`src/rtl/apb_modport_slave.sv`:
```
// APB leaf slave: 16-slot word register file with byte-strobe writes, a read-only ID slot and error response.
// Optional build macro APB_SLAVE_WAIT_STATE_EN inserts one wait state between SETUP and ACCESS.
module apb_modport_slave #(
    parameter int          ADDR_WIDTH  = 3,
    parameter int          SEL_WIDTH   = 2,
    parameter int          SEL_INDEX   = 0,
    parameter int          WRITE_WIDTH = 32,
    parameter int          READ_WIDTH  = WRITE_WIDTH,
    parameter logic [31:0] ID_VALUE    = 32'hA5B0_0001,
    localparam int         STRB_WIDTH  = (WRITE_WIDTH + 7) / 8
) (
    input  logic                   clk,
    input  logic                   reset,
    input  logic [ADDR_WIDTH:0]    addr,
    input  logic [2:0]             prot,
    input  logic [SEL_WIDTH-1:0]   sel,
    input  logic                   enable,
    input  logic                   write,
    input  logic [WRITE_WIDTH-1:0] wdata,
    input  logic [STRB_WIDTH-1:0]  strb,
    output logic                   ready,
    output logic [READ_WIDTH-1:0]  rdata,
    output logic                   slv_err
);

    typedef enum logic [1:0] {
        IDLE   = 2'd0,
        SETUP  = 2'd1,
        WAIT   = 2'd2,
        ACCESS = 2'd3
    } state_e;

    localparam int                      NUM_SLOTS = 2 ** (ADDR_WIDTH + 1);
    localparam int                      NUM_REGS  = NUM_SLOTS - 1;
    localparam logic [ADDR_WIDTH:0]     ID_SLOT   = '1;
    localparam logic [WRITE_WIDTH+31:0] ID_EXT    = {{WRITE_WIDTH{1'b0}}, ID_VALUE};
    localparam logic [WRITE_WIDTH-1:0]  ID_WORD   = ID_EXT[WRITE_WIDTH-1:0];

    state_e                 state_q, state_d;
    logic [ADDR_WIDTH:0]    addr_q, addr_d;
    logic                   write_q, write_d;
    logic [WRITE_WIDTH-1:0] wdata_q, wdata_d;
    logic [STRB_WIDTH-1:0]  strb_q, strb_d;
    logic [2:0]             prot_q, prot_d;
    logic [WRITE_WIDTH-1:0] regs_q [NUM_REGS];
    logic [WRITE_WIDTH-1:0] regs_d [NUM_REGS];

    logic                   mysel_s;
    logic                   access_s;
    logic                   id_hit_s;
    logic                   priv_hit_s;
    logic                   err_s;
    logic                   commit_s;
    logic [WRITE_WIDTH-1:0] slot_val_s;
    logic                   prot_unused_s;

    // Bit-granular merge so a partial top byte is covered by the last strobe.
    function automatic logic [WRITE_WIDTH-1:0] merge_bytes(
        input logic [WRITE_WIDTH-1:0] old_v,
        input logic [WRITE_WIDTH-1:0] new_v,
        input logic [STRB_WIDTH-1:0]  be
    );
        logic [WRITE_WIDTH-1:0] res;
        res = old_v;
        for (int b = 0; b < WRITE_WIDTH; b++) begin
            if (be[b / 8]) begin
                res[b] = new_v[b];
            end else begin
                res[b] = old_v[b];
            end
        end
        return res;
    endfunction

    function automatic logic [READ_WIDTH-1:0] fit_read(input logic [WRITE_WIDTH-1:0] v);
        logic [READ_WIDTH-1:0] res;
        res = '0;
        for (int b = 0; b < READ_WIDTH; b++) begin
            if (b < WRITE_WIDTH) begin
                res[b] = v[b];
            end else begin
                res[b] = 1'b0;
            end
        end
        return res;
    endfunction

    assign mysel_s       = sel[SEL_INDEX];
    assign prot_unused_s = ^prot_q[2:1];

    // Next-state and transfer-capture logic.
    always_comb begin
        state_d = state_q;
        addr_d  = addr_q;
        write_d = write_q;
        wdata_d = wdata_q;
        strb_d  = strb_q;
        prot_d  = prot_q;
        case (state_q)
            IDLE: begin
                if (mysel_s && !enable) begin
                    state_d = SETUP;
                end else begin
                    state_d = IDLE;
                end
            end
            SETUP: begin
                addr_d  = addr;
                write_d = write;
                wdata_d = wdata;
                strb_d  = strb;
                prot_d  = prot;
                if (mysel_s && enable) begin
`ifdef APB_SLAVE_WAIT_STATE_EN
                    state_d = WAIT;
`else
                    state_d = ACCESS;
`endif
                end else begin
                    state_d = IDLE;
                end
            end
            WAIT: begin
                state_d = ACCESS;
            end
            ACCESS: begin
                if (mysel_s && !enable) begin
                    state_d = SETUP;
                end else begin
                    state_d = IDLE;
                end
            end
            default: begin
                state_d = IDLE;
            end
        endcase
    end

    // Decode of the captured transfer: error classes and slot read value.
    always_comb begin
        access_s   = (state_q == ACCESS);
        id_hit_s   = (addr_q == ID_SLOT);
        priv_hit_s = addr_q[ADDR_WIDTH] && !id_hit_s;
        err_s      = (write_q && id_hit_s) || (!prot_q[0] && priv_hit_s);
        commit_s   = access_s && write_q && !err_s;
        if (id_hit_s) begin
            slot_val_s = ID_WORD;
        end else begin
            slot_val_s = regs_q[addr_q];
        end
    end

    // Register-file update at the completing edge; errored writes leave slots untouched.
    always_comb begin
        for (int i = 0; i < NUM_REGS; i++) begin
            if (commit_s && (addr_q == (ADDR_WIDTH + 1)'(i))) begin
                regs_d[i] = merge_bytes(regs_q[i], wdata_q, strb_q);
            end else begin
                regs_d[i] = regs_q[i];
            end
        end
    end

    // Response outputs, active only for the single ACCESS cycle.
    always_comb begin
        ready   = access_s;
        slv_err = access_s && err_s;
        if (access_s && !err_s) begin
            rdata = fit_read(slot_val_s);
        end else begin
            rdata = '0;
        end
    end

    // State, captured transfer and register file.
    always_ff @(posedge clk) begin
        if (reset) begin
            state_q <= IDLE;
            addr_q  <= '0;
            write_q <= 1'b0;
            wdata_q <= '0;
            strb_q  <= '0;
            prot_q  <= 3'b000;
            for (int i = 0; i < NUM_REGS; i++) begin
                regs_q[i] <= '0;
            end
        end else begin
            state_q <= state_d;
            addr_q  <= addr_d;
            write_q <= write_d;
            wdata_q <= wdata_d;
            strb_q  <= strb_d;
            prot_q  <= prot_d;
            regs_q  <= regs_d;
        end
    end

endmodule

```
`config.mk`:
```
export PLATFORM = sky130hd
export DESIGN_NAME = apb_modport_slave
export DESIGN_NICKNAME = d
export VERILOG_FILES = /design/src/rtl/apb_modport_slave.sv
export SDC_FILE = /design/constraint.sdc
export NUM_CORES = 1
export LEC_CHECK = 0
export BUFFER_PORTS_ARGS = -buffer_cell sky130_fd_sc_hd__buf_2
export CORE_MARGIN = 4
export CORE_UTILIZATION = 50
export CTS_CLUSTER_SIZE = 25
export DETAILED_ROUTE_END_ITERATION = 10
export PLACE_DENSITY = 0.76
export SLEW_MARGIN = 10
export SYNTH_ARGS = -nofsm -noshare
export SYNTH_HDL_FRONTEND = slang
export SYNTH_SLANG_ARGS = --single-unit
export TNS_END_PERCENT = 5
```
`constraint.sdc`:
```
create_clock -name clk -period 5.95 [get_ports clk]
set_input_delay 0.2975 -clock clk [delete_from_list [all_inputs] [get_ports clk]]
set_output_delay 0.2975 -clock clk [all_outputs]
set_load 0.05 [all_outputs]
```
======== After elaboration in Yosys (flattened, before gate mapping) ========
Cells that the tools add are included.
cells by class
  reductions and logical operators ........ 92
  equal/unequal tests ..................... 18
  muxes and demuxes ....................... 8
  bitwise logic cells ..................... 1
  magnitude comparators ................... 1
operators with widths
  kind                  count
  $bmux W32 S4          1
  $mux W32              4
  $reduce_and A2 Y1     60
  $eq A4 B4 Y1 const B  8
  $logic_and A1 B1 Y1   24
  $eq A4 B3 Y1 const B  4
  $eq A4 B2 Y1 const B  2
  $pmux W2 S3           1
  $ge A5 B5 Y1 const B  1
  $not A4 Y5            1
  $eq A2 B2 Y1 const B  2
  $eq A4 B1 Y1 const B  1
  $logic_not A1 Y1      4
  $logic_not A4 Y1      1
  $eq A2 B1 Y1 const B  1
  $logic_not A2 Y1      1
  $mux W2               1
  $reduce_or A2 Y1      1
  $logic_or A1 B1 Y1    1
  $mux W1               1
word-level totals
  output and inout bits ................... 34
  input port bits ......................... 49
  logic and storage cells ................. 186
  flip-flop bits (word level) ............. 524

======== Longest topological paths before layout ========
  word-level depth ........................ 9
  depth in mapped cells ................... 9
  gate-level depth less buffers ........... 6

======== Worst setup path before layout ========
OpenSTA, ideal clock, no wires.
  path type ............................... register to output
  start point ............................. reg state_q[0]
  end point ............................... out rdata[10]
  required time ........................... 5.653 ns
  arrival ................................. 2.798 ns
  slack ................................... 2.854 ns
  cell stages (with the launch flop) ...... 9
  path buffers ............................ 4
  path through ............................ dfxtp_1 -> ha_1 -> buf_4 -> nand3_1 -> buf_6 -> buf_6 -> a31o_2 -> clkbuf_1 -> o22ai_1
between the ends
  longest elaborated chain between the ends .. 3
ends and longest elaborated chain
  what                    line  source
  start, declared         39    state_e state_q, state_d;
  start signal, assigned  188   state_q <= state_d;
  $eq A2 B2 Y1            141   access_s = (state_q == ACCESS);
  net ready               21    output logic ready,
  $logic_and A1 B1 Y1     168   if (access_s && !err_s) begin
  $mux W32                168
  end, declared           22    output logic [READ_WIDTH-1:0] rdata,
The timed path passes the listed nets, and every way through them passes these cells.

======== Final worst setup path ========
  start point ............................. reg addr_q[0]
  end point ............................... out rdata[23]
between the ends
  longest elaborated chain between the ends .. 8
  elaborated cells between the ends (all ways) .. 14
  those cells by class .................... eq/ne: 1; mux: 5; bitwise: 1; reduce/logical: 7
ends and longest elaborated chain
  what                                                  line  source
  start, declared                                       40    logic [ADDR_WIDTH:0] addr_q, addr_d;
  start signal, assigned                                189   addr_q <= addr_d;
  branches (longest 7 deep; another with $bmux W32 S4)  n/a
  $mux W32 *                                            168
Mark *: on every way between the ends. The select of a mux whose other input is x is not followed.

==> flow_summary.toml <==
[cts]
clk_pin_slew_ns = 0.06
clk_latency_ns = 0.58
htreeDepth = 2
cts_tree = "built"
ctsResizeCount = 0
clockBufferDepth = 3
cts_sinks = 524
cts_root_buffer = "clkbuf_16"
cts_buffers = 52

[routing]
drc = 0
drt_iter0_markers = 2238
routedWlPerCell_um = 20.8
detail-route-antenna-nets = 0
wl_um = 62700
vias = 18179
via_per_inst = 6.03
drt_first_pass_iters = 6

[logic_synthesis]
async_reset_ff_frac = 0
synth_seq_cells = 524
ys.flop_type = "dfxtp_1"
syn_nets = 2439
synth-seq-area-share = 0.450
syn-cell-area_um2 = 23300
syn_inst = 2386
ys.warnings.count = 0
synth_cell_types = 54
synth_top_area_cell = "dfxtp_1"
synth.most_common_cell = "dfxtp_1"
yosysTopAreaCellShare = 0.450
synth_edf_count = 0
synth.avg_cell_area_um2 = 9.77
synthTopCellsByArea = "dfxtp_1 45%, mux2i_1 16%, mux4_2 8.8%"
synth.top_cells.by_count = "524 x dfxtp_1, 384 x mux2i_1, 356 x nor2_1, 219 x o21ai_0, 201 x nand2_1"

[sta]
finalMaxSlewViolations = 0
max-slew-margin-rel = 0.250
fmax_mhz = 234
finalClockSkew_ns = 0.0143
finalHoldViolCount = 0
min_period_over_period = 0.719
fin_hold_ws_ns = 0.0144
setup_viol = 0
worstMarginPinSlew_ns = 1.12
min_period_ns = 4.28
fin_ws_ns = 1.67
final.setup.tns_ns = 0
rsz0062_at_grt = "no"

[die]
dieHeight_um = 224
coreArea_um2 = 45800
io_pins = 83
dieArea_um2 = 50100
start_util = 0.509
rows = 78
fp.dieW_um = 224

[power]
leakage_nw = 9.16
vdd.ir_drop.worst_mv = 0.186
finalPower_mw = 7.20
p_per_area_nw_per_um2 = 277

[final_layout]
fin_util = 0.567
nets = 2427
drive_gt1_frac = 0.144
area_growth_pct = 11.3

[critical_path]
worstSetupStartpointType = "register"
arrival_ns = 3.98
cp-end-kind = "primary output"
crit_type = "register to primary output"
cp_data_required_time_ns = 5.65
critPathMaxFanout = 44
critPathMaxStageDelay_ns = 0.87
cp_cell_sequence = "buf_4, nor2b_1, a31oi_1, a211oi_1, buf_2"
critPathSlowestCell = "nor2b_1"

[grt]
grt_max_degree = 178
grt_use_total = 0.242
antenna_found_initial = 1
grt_pass1_wl_um = 99000
grt_pass1_vias = 18062
overflow = 0

[worst_hold_path]
min_path_type = "primary input to register"

[run_status]
status = "completed"

[job]
cap_violations = 0

[place]
gp_congestion = 0.807
dpl.hpwl_um = 37800
portBuffers = 79
post-place-ws_ns = 2.34
cells by family after synthesis:
kind of cell	synth area share
AND/OR/NAND/NOR	0.131
multiplexers	0.258
AO/OA/AOI/OAI	0.115
adder cells (fa/ha/maj)	0.00215
flip-flops	0.450
buffers and inverters	0.0436
layer usage:
layer,GRT usage,up-vias,wire length (um)
met5,0,-,0
met4,0.0964,0,2330
met3,0.0398,145,4510
met2,0.402,749,30100
met1,0.318,8895,25800
li1,-,8390,-
worst max-delay path, delay by kind of cell (launching register included):
| family | cells | cell delay [ns] |
|---|---|---|
| AOI/OAI and AO/OA | 2 | 0.87 |
| DFF | 1 | 0.56 |
| and+or+nand+nor | 1 | 0.87 |
| buffers and inverters | 2 | 1.06 |
through the flow:
step                      instance area [um^2]  std cells
after floorplan                          23300       2386
after global placement                   23800       2881
after detailed placement                 23800       2881
after CTS                                25900       3013
after global routing                     25900       3014
final                                    25900       3015
cells in the final DEF (no fill, tap or decap), types with 23 or more instances in the layout:
cell,Yosys,routed
o22ai_1,24,24
mux2i_1,384,384
clkbuf_16,0,53
dfxtp_1,524,521
o21ai_0,219,219
nor2_1,356,356
a21oi_1,195,195
mux4_2,91,91
nor3_4,28,28
buf_2,44,78
nand2_1,201,201
buf_4,8,23
dlygate4sd3_1,0,39
worst paths after layout:
| kind | start | slack, ns | to | cells after the start |
|---|---|---|---|---|
| hold reg to reg | regs_q[241]$_SDFFE_PP0P_ | 0.47 | regs_q[241]$_SDFFE_PP0P_ | 2 |
| hold / removal | wdata[22] | 0.01 | wdata_q[22]$_SDFFE_PP0N_ | 3 |
| setup / recovery | addr_q[0]$_SDFFE_PP0N_ | 1.67 | rdata[23] | 5 |
| setup reg to reg | addr_q[0]$_SDFFE_PP0N_ | 2.42 | regs_q[166]$_SDFFE_PP0P_ | 5 |
where the power goes:
group,switching [mW],internal (mW)
Sequential,0.0699,3.52
Combinational,0.161,0.0964
Clock,1.36,1.99
cell type report:
class                           instances  area (um^2)
Inverter                               23         86.3
Fill cell                            3750        19800
Timing Repair Buffer                  143         1010
Clock buffer                           79         1570
Sequential cell                       524        10500
Clock inverter                         14          170
Tap cell                              600          751
Multi-Input combinational cell       1630        11800
Antenna cell                            2         5.00
registers in the layout (all words and copies together), names as in the netlist:
| register | cells |
|---|---|
| addr_q | 4 |
| prot_q | 1 |
| regs_q | 480 |
| state_q | 2 |
| strb_q | 4 |
| wdata_q | 32 |
| write_q | 1 |
repair_timing:
| item | in CTS | in global routing |
|---|---|---|
| hold endpoints to repair | 38 | 0 |
| setup buffers | 0 | 0 |
| hold buffers | 39 | 0 |
Power figures use the tool's default switching activity.
